===== src/rtl/cache_trace_issuer.sv =====
// Trace-command issuer: buffers trace entries in a FIFO and issues them one at a time to the cache.
// Optional WAIT timeout is compiled in with `define ISSUER_TIMEOUT_EN.
module cache_trace_issuer #(
  parameter int DEPTH        = 4,
  parameter int GUARD_CYCLES = 2,
  parameter int TIMEOUT      = 64
) (
  input  logic        clk,
  input  logic        rstb,
  input  logic        in_valid,
  output logic        in_ready,
  input  logic [3:0]  in_n,
  input  logic [31:0] in_address,
  output logic [3:0]  cache_n,
  output logic [31:0] cache_address,
  output logic        cache_valid,
  input  logic        cache_done,
  output logic        busy,
  output logic [15:0] issued_cntr,
  output logic [7:0]  drop_cntr,
  output logic        timeout
);

  localparam int AW = $clog2(DEPTH);
  localparam int GW = $clog2(GUARD_CYCLES + 1);
  localparam logic [GW-1:0] GUARD_LAST = GW'(GUARD_CYCLES - 1);

  typedef enum logic [1:0] {
    IDLE  = 2'd0,
    ISSUE = 2'd1,
    WAIT  = 2'd2,
    GUARD = 2'd3
  } state_t;

  // Codes with no cache meaning are counted and discarded without using FIFO storage.
  function automatic logic is_illegal(input logic [3:0] code);
    logic res;
    case (code)
      4'd7, 4'd10, 4'd11, 4'd12, 4'd13, 4'd14, 4'd15: res = 1'b1;
      default:                                         res = 1'b0;
    endcase
    return res;
  endfunction

  state_t          state_r, state_n;
  logic [AW:0]     wr_ptr_r, rd_ptr_r;
  logic [3:0]      mem_n_r    [DEPTH];
  logic [31:0]     mem_addr_r [DEPTH];
  logic [3:0]      cmd_n_r;
  logic [31:0]     cmd_addr_r;
  logic            cache_valid_r;
  logic [15:0]     issued_cntr_r;
  logic [7:0]      drop_cntr_r;
  logic [GW-1:0]   guard_cnt_r;
  logic            empty_s, full_s, push_s, pop_s, drop_s, expire_s;

  assign empty_s = (wr_ptr_r == rd_ptr_r);
  assign full_s  = (wr_ptr_r[AW] != rd_ptr_r[AW]) && (wr_ptr_r[AW-1:0] == rd_ptr_r[AW-1:0]);
  assign drop_s  = in_valid & is_illegal(in_n);
  assign push_s  = in_valid & ~full_s & ~is_illegal(in_n);
  assign pop_s   = (state_r == IDLE) & ~empty_s;

  assign in_ready      = ~full_s;
  assign cache_n       = cmd_n_r;
  assign cache_address = cmd_addr_r;
  assign cache_valid   = cache_valid_r;
  assign busy          = (state_r != IDLE) | ~empty_s;
  assign issued_cntr   = issued_cntr_r;
  assign drop_cntr     = drop_cntr_r;

`ifdef ISSUER_TIMEOUT_EN
  localparam int TW = $clog2(TIMEOUT + 1);
  logic [TW-1:0] wait_cnt_r;
  logic          timeout_r;

  // A done in the expiry cycle wins, so no abandon is flagged then.
  assign expire_s = (state_r == WAIT) & ~cache_done & (wait_cnt_r == TW'(TIMEOUT - 1));
  assign timeout  = timeout_r;

  // WAIT cycle counter and abandon pulse.
  always_ff @(posedge clk or negedge rstb) begin
    if (!rstb) begin
      wait_cnt_r <= '0;
      timeout_r  <= 1'b0;
    end else begin
      timeout_r <= expire_s;
      if (state_r == WAIT) begin
        wait_cnt_r <= wait_cnt_r + TW'(1);
      end else begin
        wait_cnt_r <= '0;
      end
    end
  end
`else
  assign expire_s = 1'b0;
  assign timeout  = 1'b0;
`endif

  // FSM next-state decode.
  always_comb begin
    state_n = state_r;
    case (state_r)
      IDLE: begin
        if (!empty_s) state_n = ISSUE;
        else          state_n = IDLE;
      end
      ISSUE: begin
        case (cmd_n_r)
          4'd8, 4'd9: state_n = GUARD;
          default:    state_n = WAIT;
        endcase
      end
      WAIT: begin
        if (cache_done || expire_s) state_n = IDLE;
        else                        state_n = WAIT;
      end
      GUARD: begin
        if (guard_cnt_r == GUARD_LAST) state_n = IDLE;
        else                           state_n = GUARD;
      end
      default: state_n = IDLE;
    endcase
  end

  // FSM state, command register, issue strobe and guard counter.
  always_ff @(posedge clk or negedge rstb) begin
    if (!rstb) begin
      state_r       <= IDLE;
      cmd_n_r       <= 4'd0;
      cmd_addr_r    <= 32'd0;
      cache_valid_r <= 1'b0;
      guard_cnt_r   <= '0;
    end else begin
      state_r       <= state_n;
      cache_valid_r <= (state_n == ISSUE);
      if (pop_s) begin
        cmd_n_r    <= mem_n_r[rd_ptr_r[AW-1:0]];
        cmd_addr_r <= mem_addr_r[rd_ptr_r[AW-1:0]];
      end
      if (state_r == GUARD) begin
        guard_cnt_r <= guard_cnt_r + GW'(1);
      end else begin
        guard_cnt_r <= '0;
      end
    end
  end

  // FIFO storage and pointers.
  always_ff @(posedge clk or negedge rstb) begin
    if (!rstb) begin
      wr_ptr_r <= '0;
      rd_ptr_r <= '0;
      for (int i = 0; i < DEPTH; i++) begin
        mem_n_r[i]    <= 4'd0;
        mem_addr_r[i] <= 32'd0;
      end
    end else begin
      if (push_s) begin
        mem_n_r[wr_ptr_r[AW-1:0]]    <= in_n;
        mem_addr_r[wr_ptr_r[AW-1:0]] <= in_address;
        wr_ptr_r                     <= wr_ptr_r + (AW+1)'(1);
      end
      if (pop_s) begin
        rd_ptr_r <= rd_ptr_r + (AW+1)'(1);
      end
    end
  end

  // Saturating issue and drop statistics.
  always_ff @(posedge clk or negedge rstb) begin
    if (!rstb) begin
      issued_cntr_r <= 16'd0;
      drop_cntr_r   <= 8'd0;
    end else begin
      if ((state_r == ISSUE) && (issued_cntr_r != 16'hFFFF)) begin
        issued_cntr_r <= issued_cntr_r + 16'd1;
      end
      if (drop_s && (drop_cntr_r != 8'hFF)) begin
        drop_cntr_r <= drop_cntr_r + 8'd1;
      end
    end
  end

endmodule


===== config.mk =====
export PLATFORM = sky130hd
export DESIGN_NAME = cache_trace_issuer
export DESIGN_NICKNAME = d
export VERILOG_FILES = /design/src/rtl/cache_trace_issuer.sv
export SDC_FILE = /design/constraint.sdc
export NUM_CORES = 1
export LEC_CHECK = 0
export BUFFER_PORTS_ARGS = -buffer_cell sky130_fd_sc_hd__buf_2
export CAP_MARGIN = 5
export CORE_ASPECT_RATIO = 0.5
export CORE_UTILIZATION = 33
export DETAILED_ROUTE_END_ITERATION = 7
export GPL_TIMING_DRIVEN = 0
export SYNTH_ARGS = -nofsm -noshare
export SYNTH_HDL_FRONTEND = slang
export SYNTH_SLANG_ARGS = --single-unit

===== constraint.sdc =====
create_clock -name clk -period 3.78 [get_ports clk]
set_input_delay 0.567 -clock clk [delete_from_list [all_inputs] [get_ports clk]]
set_output_delay 0.567 -clock clk [all_outputs]
set_load 0.02 [all_outputs]

==> impl_results.md, run 1 <==
* Rel. slew slack at 44.9%
* Post-layout min period at 2320 ps
* Sink Count at 215
* First-pass GRT wire length at approximately 33 mm
* H-tree depth at 1
* Endpoints failing setup at 0
* Crit start category: flop
* Die Y at 124 um
* Fin nets at ~760
* Drt first-iter violations at 252
* CP Capture Type: output pin
* EDFF count, synth at 0
* Worst-skew pair later-pin latency at 510 ps
* Hold slack at around 330 ps
* Seq/Total Area, Yosys at about 55%
* Setup Skew at 17.5 ps
* Register-to-Register Path Depth at 4
* Leakage power at 0.00560 uW
* Synth top area share at 54.7%
* Top Ports at 104
* Maximum clock frequency at 431 MHz
* Status: finished clean
* Main synth FF type: dfrtp_1
* Port bufs at 102
* Syn nets at 633
* Max Cap Violations at 0
* Die footprint at 30600 um2
* Largest net degree at the start of global routing at 95
* Avg Synthesized Cell Area at roughly 17 um2
* Final Hold Viols at 0
* Setup TNS at 0 ps
* Congestion Overflow GR at 0
* CTS max path bufs at 3
* RR Startpoint: rd_ptr_r[1]
* Worst Hold Path Cells at 2
* Crit-path max FO at 7
* Resized cells post-CTS at 0
* Starting Density at 33.7%
* Number of synthesized register bits at between 200 and 250
* CP Data Arrival Time at 1750 ps
* Cell variety after synth at 42
* Crit path capture: in_ready
* Via count at 5377
* Class of the worst hold path: input port to flop
* Most frequent cell after synthesis: dfrtp_1
* Period utilisation layout at 61.4%
* Cts bufs inserted at 23
* GR Util All Layers at 13.7%
* Pwr dens at between 900 and 1000 nW/um2
* Worst EP required at between 3000 and 4000 ps
* Vias per cell at 4.78
* Crit path from: rd_ptr_r[0]
* Slew Limit Fails at 0
* Core Region at 29200 um2
* Setup slack, reg-to-reg at 1550 ps
* Total wire length at 20.5 mm
* CTS tree: built
* Die Span X at 246 um
* RSZ-0062 raised after global routing: no
* Synth area leaders: dfrtp_1 (55%), mux2_4 (18%), mux4_2 (8.2%)
* Root buffer cell: clkbuf_16
* Ys async rst share at 100%
* Most frequent cells after synthesis: dfrtp_1 (215), mux2_4 (119), mux2_2 (63), mux4_2 (36), xor2_1 (14)
* Post-DRT Antenna Nets at 0
* Yosys top cell by area: dfrtp_1
* Placer Congestion at 0.769
* Site row count at 44
* HPWL Detailed at between 10 and 15 mm
* Router iterations before antenna repair at 5
* Post-Layout Inst Area at around 12000 um2
* Area grow syn2layout at 19.3%
* Mapped cell area at 9840 um2
* Slew @ Worst Pin at 827 ps
* WL/cell at 18.3 um
* Initial antenna violation count at 1
* Non-filler cells, final at approximately 1100
* Placement Cell Area at around 11000 um2
* Yosys warning count at 0
* VDD IR max at 331 uV
* Vias in the first global route at 5703
* Clk pin slew, worst setup/hold paths at 70 ps
* Fraction of layout cells with a size suffix above 1 at approximately 54%
* Synth Instances at approximately 600
* R2R Path End: cache_address[14]
* Inst Count DP at around 1100
* WS Path Type: flop to output pin
* Residual DRC at 0
==> worst min-delay path by stage <==
stage | start | to
2_1_floorplan | rstb | cache_address[0]
3_3_place_gp | guard_cnt_r[0] | guard_cnt_r[0]
3_5_place_dp | guard_cnt_r[0] | guard_cnt_r[0]
4_1_cts | in_address[2] | mem_addr_r[2]
5_1_grt | in_address[23] | mem_addr_r[119]
6_report | in_address[0] | mem_addr_r[96]
==> routing by layer <==
layer / GRT usage [%] / vias to the layer above / routed length (um)
met3: 2.26 / 24 / 580
met4: 3.11 / 0 / 370
met2: 23.2 / 56 / 10100
met5: 0 / - / 0
li1: - / 2434 / -
met1: 18.6 / 2863 / 9490
==> worst max-delay path, cell delays in order, from the launching register on <==
cell and delay, ps:
dfrtp_1 440, xnor2_2 340, nand3b_4 220, buf_2 230
==> through the flow <==
step	utilization (%)	setup WS, ps	total power (uW)
final	40.2	1460	10800
after global routing	40.2	1400	11500
after CTS	40.2	1440	11000
after detailed placement	37.4	1520	8490
after global placement	37.2	-1520	8350
after floorplan	-	1960	7360
==> layout make-up <==
cell class | count | area [um2]
Antenna cell | 1 | 2.50
Clock inverter | 16 | 225
Sequential cell | 215 | 5380
Buffer | 28 | 216
Tap cell | 391 | 489
Timing Repair Buffer | 105 | 586
Inverter | 4 | 15.0
Multi-Input combinational cell | 338 | 4230
Fill cell | 2651 | 17400
Clock buffer | 26 | 597
==> layout by cell type, fill, tap and decap left out, types with 3 or more instances in the layout <==
| cell type | synthesis | layout |
|---|---|---|
| a21oi_1 | 4 | 4 |
| nand3_1 | 9 | 9 |
| mux2_4 | 119 | 119 |
| nand2_1 | 11 | 11 |
| nand4_1 | 7 | 7 |
| clkbuf_16 | 0 | 23 |
| mux2_1 | 3 | 3 |
| mux2_2 | 63 | 63 |
| nor3_1 | 5 | 5 |
| xor2_1 | 14 | 14 |
| ha_1 | 8 | 8 |
| nand3_4 | 4 | 4 |
| a31oi_1 | 5 | 5 |
| dfrtp_1 | 215 | 215 |
| nor4_1 | 3 | 3 |
| buf_4 | 3 | 3 |
| inv_1 | 4 | 4 |
| xnor2_1 | 7 | 7 |
| bufinv_16 | 0 | 5 |
| clkbuf_1 | 5 | 7 |
| buf_2 | 8 | 109 |
| nor2_1 | 11 | 11 |
| mux4_2 | 36 | 36 |
| clkinv_2 | 0 | 7 |
| buf_6 | 12 | 12 |
| xnor2_2 | 3 | 3 |
==> timing repair <==
item | CTS | global route
setup buffers | 0 | 0
hold buffers | 1 | 0
hold endpoints to repair | 42 | 0
==> state kept, by name, summed over array words and instances (netlist names) <==
register and count:
rd_ptr_r 3, wr_ptr_r 3, drop_cntr 8, mem_n_r 16, guard_cnt_r 2, state_r 2, mem_addr_r 128, cache_n 4
cache_valid 1, cache_address 32, issued_cntr 16
==> report_power, final <==
group	leakage, uW	switching [uW]	internal (uW)
sequential	0.00262	664	3420
clock	0.000403	958	1490
combinational	0.00258	1790	2530
==> cells by family after synthesis <==
group                    share of synthesized area, %
XOR/XNOR                                         2.36
AO/OA/AOI/OAI                                    1.17
multiplexers                                     33.9
AND/OR/NAND/NOR                                  4.46
flip-flops                                       54.7
other                                          0.0381
adder cells (fa/ha/maj)                          1.02
buffers and inverters                            2.35
(Power assumes the default switching activity.)
==> run 2, diff against run 1 <==
Clock period 3.78 ns to 2.2 ns, I/O delays scaled along.
==> impl_results.md, run 2 (same netlist as run 1, synthesis figures left out) <==
* Placement Cell Area at between 10000 and 15000 um2
* Site row count at 44
* WL/cell at 18.2 um
* Pwr dens at around 1600 nW/um2
* Met3 Wirelength at 582 um
* Worst EP required at 2600 ps
* Max Cap Violations at 0
* Max FFs per register at between 100 and 150
* H-tree depth at 1
* M1 WL at approximately 9.4 mm
* Post-CTS setup buffers at 0
* Router iterations before antenna repair at 5
* Top Ports at 104
* Clk pin slew, worst setup/hold paths at 70 ps
* Total wire length at 20.5 mm
* Worst-skew pair later-pin latency at 510 ps
* Rel. slew slack at 53.0%
* Post-Layout Inst Area at 11800 um2
* Class of the worst hold path: input port to flop
* CP Data Arrival Time at 2500 ps
* Drt first-iter violations at 255
* Vias per cell at 4.77
* Post-layout min period at between 2000 and 2500 ps
* Placer Congestion at around 0.77
* Sink Count at between 200 and 250
* Power after layout at approximately 19000 uW
* Setup slack, reg-to-reg at 90 ps
* Port bufs at 102
* Biggest register: mem_addr_r
* Crit-path max FO at 10
* Commonest non-fill, non-tap cell in the layout: dfrtp_1
* Crit path capture: cache_address[29]
* GR Util All Layers at a little over an eighth
* Root buffer cell: clkbuf_16
* Die footprint at around 31000 um2
* Largest net degree at the start of global routing at between 90 and 100
* Starting Density at 33.7%
* CP Capture Type: flop
* Endpoints failing setup at 0
* Slew @ Worst Pin at 705 ps
* HPWL Detailed at 13.5 mm
* Top sig layer: met4
* Final core occ at 40.3%
* Residual DRC at 0
* Initial antenna violation count at 1
* Setup Skew at 13.9 ps
* Slew Limit Fails at 0
* Maximum clock frequency at 475 MHz
* Status: finished clean
* RR Startpoint: rd_ptr_r[1]
* Routed wl met2 at 10.1 mm
* Core Region at 29200 um2
* Leakage power at 0.00561 uW
* CTS max path bufs at 3
* Fin nets at around 760
* Crit start category: flop
* Non-filler cells, final at around 1100
* Register-to-Register Path Depth at 4
* VDD IR max at ~570 uV
* Cts bufs inserted at 23
* CTS tree: built
* Congestion Overflow GR at 0
* Via count at 5357
* RSZ-0062 raised after global routing: no
* Post-DRT Antenna Nets at 0
* Inst Count DP at 1080
* Area grow syn2layout at 19.4%
* Fraction of layout cells with a size suffix above 1 at a little over half
* Period utilisation layout at 95.8%
* Vias in the first global route at 5703
* First-pass GRT wire length at about 33 mm
* WS Path Type: flop to flop
* R2R Path End: cache_address[29]
* Final Hold Viols at 0
* Fillers at between 2000 and 3000
* Setup TNS at 0 ps
* Most frequent cells in the layout: dfrtp_1 (215), mux2_4 (119), buf_2 (107)
* Die Span X at 246 um
* Die Y at 124 um
* Crit path from: rd_ptr_r[1]
==> run 2: stage by stage <==
| stage | hold slack, ps | setup slack [ps] |
|---|---|---|
| after global routing | 80.8 | 5.05 |
| after detailed placement | 259 | -54.3 |
| after CTS | 79.5 | 17.2 |
| final | 96.3 | 92.7 |
| after global placement | 421 | -2860 |
| after floorplan | 34.4 | 393 |
==> run 2: critical path, stage by stage (launching register included) <==
cell and delay, ps:
dfrtp_1 410, buf_2 310, clkbuf_1 580, mux4_2 410, mux2_2 280
==> run 2: timing repair <==
action                     4_1_cts  5_1_grt
hold endpoints to repair        42        0
cloned                           0        0
gates resized for setup          2        2
hold buffers                     1        0
pin swaps                        0        0
setup endpoints to repair       12       12
==> run 2: cell type report <==
class                           instances  area [um2]  share of cell area [%]
Tap cell                              391         489                    4.16
Timing Repair Buffer                  105         586                    4.98
Inverter                                4        15.0                   0.128
Multi-Input combinational cell        338        4230                    36.0
Buffer                                 28         224                    1.91
Clock buffer                           26         597                    5.08
Sequential cell                       215        5380                    45.8
Clock inverter                         16         225                    1.92
Antenna cell                            1        2.50                  0.0213
==> run 2: power by group <==
part,internal (uW),switching (uW),total (uW)
sequential,5870,1140,7000
clock,2560,1640,4200
combinational,4360,3060,7420
==> run 2: metal layers <==
metal | vias to the layer above | global-route usage (%)
met5 | - | 0
met4 | 0 | 3.11
met3 | 26 | 2.26
met2 | 51 | 23.2
met1 | 2845 | 18.6
li1 | 2435 | -
==> run 2: how the worst min path moves through the flow <==
stage                       end            from  slack, ps  depth (start not counted)
2_1_floorplan  cache_address[0]            rstb         30                          0
3_3_place_gp     guard_cnt_r[0]  guard_cnt_r[0]        420                          1
3_5_place_dp     mem_addr_r[73]            rstb        260                          1
4_1_cts           mem_addr_r[2]   in_address[2]         80                          2
5_1_grt         mem_addr_r[119]  in_address[23]         80                          2
6_report         mem_addr_r[96]   in_address[0]        100                          2
==> run 3, diff against run 2 <==
Settings changed: CELL_PAD_IN_SITES_DETAIL_PLACEMENT from default to 1, CELL_PAD_IN_SITES_GLOBAL_PLACEMENT from default to 1, PLACE_DENSITY_LB_ADDON from default to 0.1.
==> impl_results.md, run 3 (same netlist as run 1, synthesis figures left out) <==
* CTS max path bufs at 3
* Endpoints failing setup at 0
* Vias per cell at 4.77
* CTS tree: built
* Congestion Overflow GR at 0
* Slew @ Worst Pin at between 500 and 600 ps
* Max FFs per register at about 130
* Crit-path max FO at 7
* Worst-skew pair later-pin latency at roughly 520 ps
* Top Family by Delay on Critical Path: flip-flops
* Most frequent cells in the layout: dfrtp_1 (215), mux2_4 (119), buf_2 (106)
* Port bufs at 102
* Cts bufs inserted at 23
* Worst EP required at 1870 ps
* Status: finished clean
* Die Span X at 246 um
* FF/Latch Area at 5380 um2
* Biggest register: mem_addr_r
* Fillers at 2955
* Inst Count DP at 1080
* H-tree depth at 1
* Max Cap Violations at 0
* Drt first-iter violations at 180
* Leakage power at 0.00556 uW
* Fraction of layout cells with a size suffix above 1 at between 50% and 60%
* Site row count at 44
* Post-layout min period at 2040 ps
* Power after layout at 18300 uW
* Pwr dens at about 1600 nW/um2
* Post-CTS setup buffers at 0
* Rel. slew slack at about two thirds
* First-pass GRT wire length at 34.9 mm
* Multi-input gate area at roughly 4200 um2
* Final core occ at 39.9%
* Sink Count at 215
* Hold slack at around 88 ps
* Slew Limit Fails at 0
* Die footprint at between 30000 and 40000 um2
* Clk pin slew, worst setup/hold paths at 70 ps
* CP Data Arrival Time at 1710 ps
* Commonest non-fill, non-tap cell in the layout: dfrtp_1
* Maximum clock frequency at about 490 MHz
* Non-filler cells, final at 1120
* Period utilisation layout at a little over 90%
* Residual DRC at 0
* Class of the worst hold path: input port to flop
* Vias in the first global route at 5883
* Root buffer cell: clkbuf_16
* CP Capture Type: output pin
* RSZ-0062 raised after global routing: no
* Worst Slack Setup Final at roughly 160 ps
* Placer Congestion at 0.731
* Crit start category: flop
* Router iterations before antenna repair at 4
* Initial antenna violation count at 0
* WL/cell at 19.4 um
* VDD IR max at 648 uV
* HPWL Detailed at 14.3 mm
* GR Util All Layers at 14.9%
* Max incr delay on CP at roughly 420 ps
* Starting Density at roughly a third
* WS Path Type: flop to output pin
* Top Ports at 104
* Crit path cell chain: xnor2_2, nand3b_4, buf_2
* Core Region at 29200 um2
* CP Buf/Inv Count at 1
* Area grow syn2layout at 18.3%
* Total wire length at between 20 and 25 mm
* Place WS at -73.0 ps
* Final Hold Viols at 0
* Via count at about 5300
* Setup Skew at 18.4 ps
* Slowest cell on crit path: dfrtp_1
* Post-DRT Antenna Nets at 0
* Largest net degree at the start of global routing at 82
* Fin nets at 763
* Die Y at around 120 um
* Antenna cells at 0
run 3: cell types whose count changed in the layout (fill, tap and decap cells not counted), sizes merged:
cell / change
clkbuf: +9
clkinv: -6
bufinv: -4
buf: -1
diode: -1
inv: -1
run 3: worst register-to-register path, cell delays in order (launching register included):
cell	delay, ps
dfrtp_1	420
buf_4	280
clkbuf_4	370
mux4_2	550
mux2_2	280
run 3: area by class of cell:
| class | instances | area share [%] |
|---|---|---|
| Sequential cell | 215 | 46.2 |
| Inverter | 4 | 0.129 |
| Clock buffer | 34 | 5.64 |
| Tap cell | 391 | 4.20 |
| Timing Repair Buffer | 105 | 5.03 |
| Buffer | 28 | 1.97 |
| Multi-Input combinational cell | 338 | 36.3 |
| Clock inverter | 5 | 0.473 |
run 3: final timing paths:
kind / from / to / slack, ps / cells past startpoint
max: rd_ptr_r[0] / in_ready / 160 / 3
min: in_address[0] / mem_addr_r[96] / 90 / 2
max reg2reg: rd_ptr_r[0] / cache_address[20] / 170 / 4
min reg2reg: guard_cnt_r[0] / guard_cnt_r[0] / 440 / 1
max in group asynchronous: rstb / mem_addr_r[117] / 700 / 4
min in group asynchronous: rstb / cache_address[8] / 350 / 2
run 3: metrics by stage:
stage,setup TNS (ps),cell area [um2]
after detailed placement,-567,10900
after global routing,0,11600
after floorplan,0,9840
final,0,11600
after CTS,0,11600
after global placement,-667510,10800
run 3: timing repair:
item | 4_1_cts | 5_1_grt
hold buffers | 1 | 0
endpoints found under the hold margin | 64 | 0
endpoints found under the setup margin | 14 | 27
gates cloned | 0 | 0
resized for setup | 2 | 7
run 3: routing by layer:
layer	vias to the layer above	GRT usage, %	part of all wire, %
met2	52	23.3	47
met4	0	2.48	1.1
met1	2860	21.5	49
li1	2407	-	-
met5	-	0	0
met3	19	3.15	3.2
run 3: power by group:
group | total, uW | switching [uW] | internal, uW
sequential | 7010 | 1140 | 5870
clock | 3760 | 1590 | 2170
combinational | 7480 | 3110 | 4380
total | 18300 | 5840 | 12400
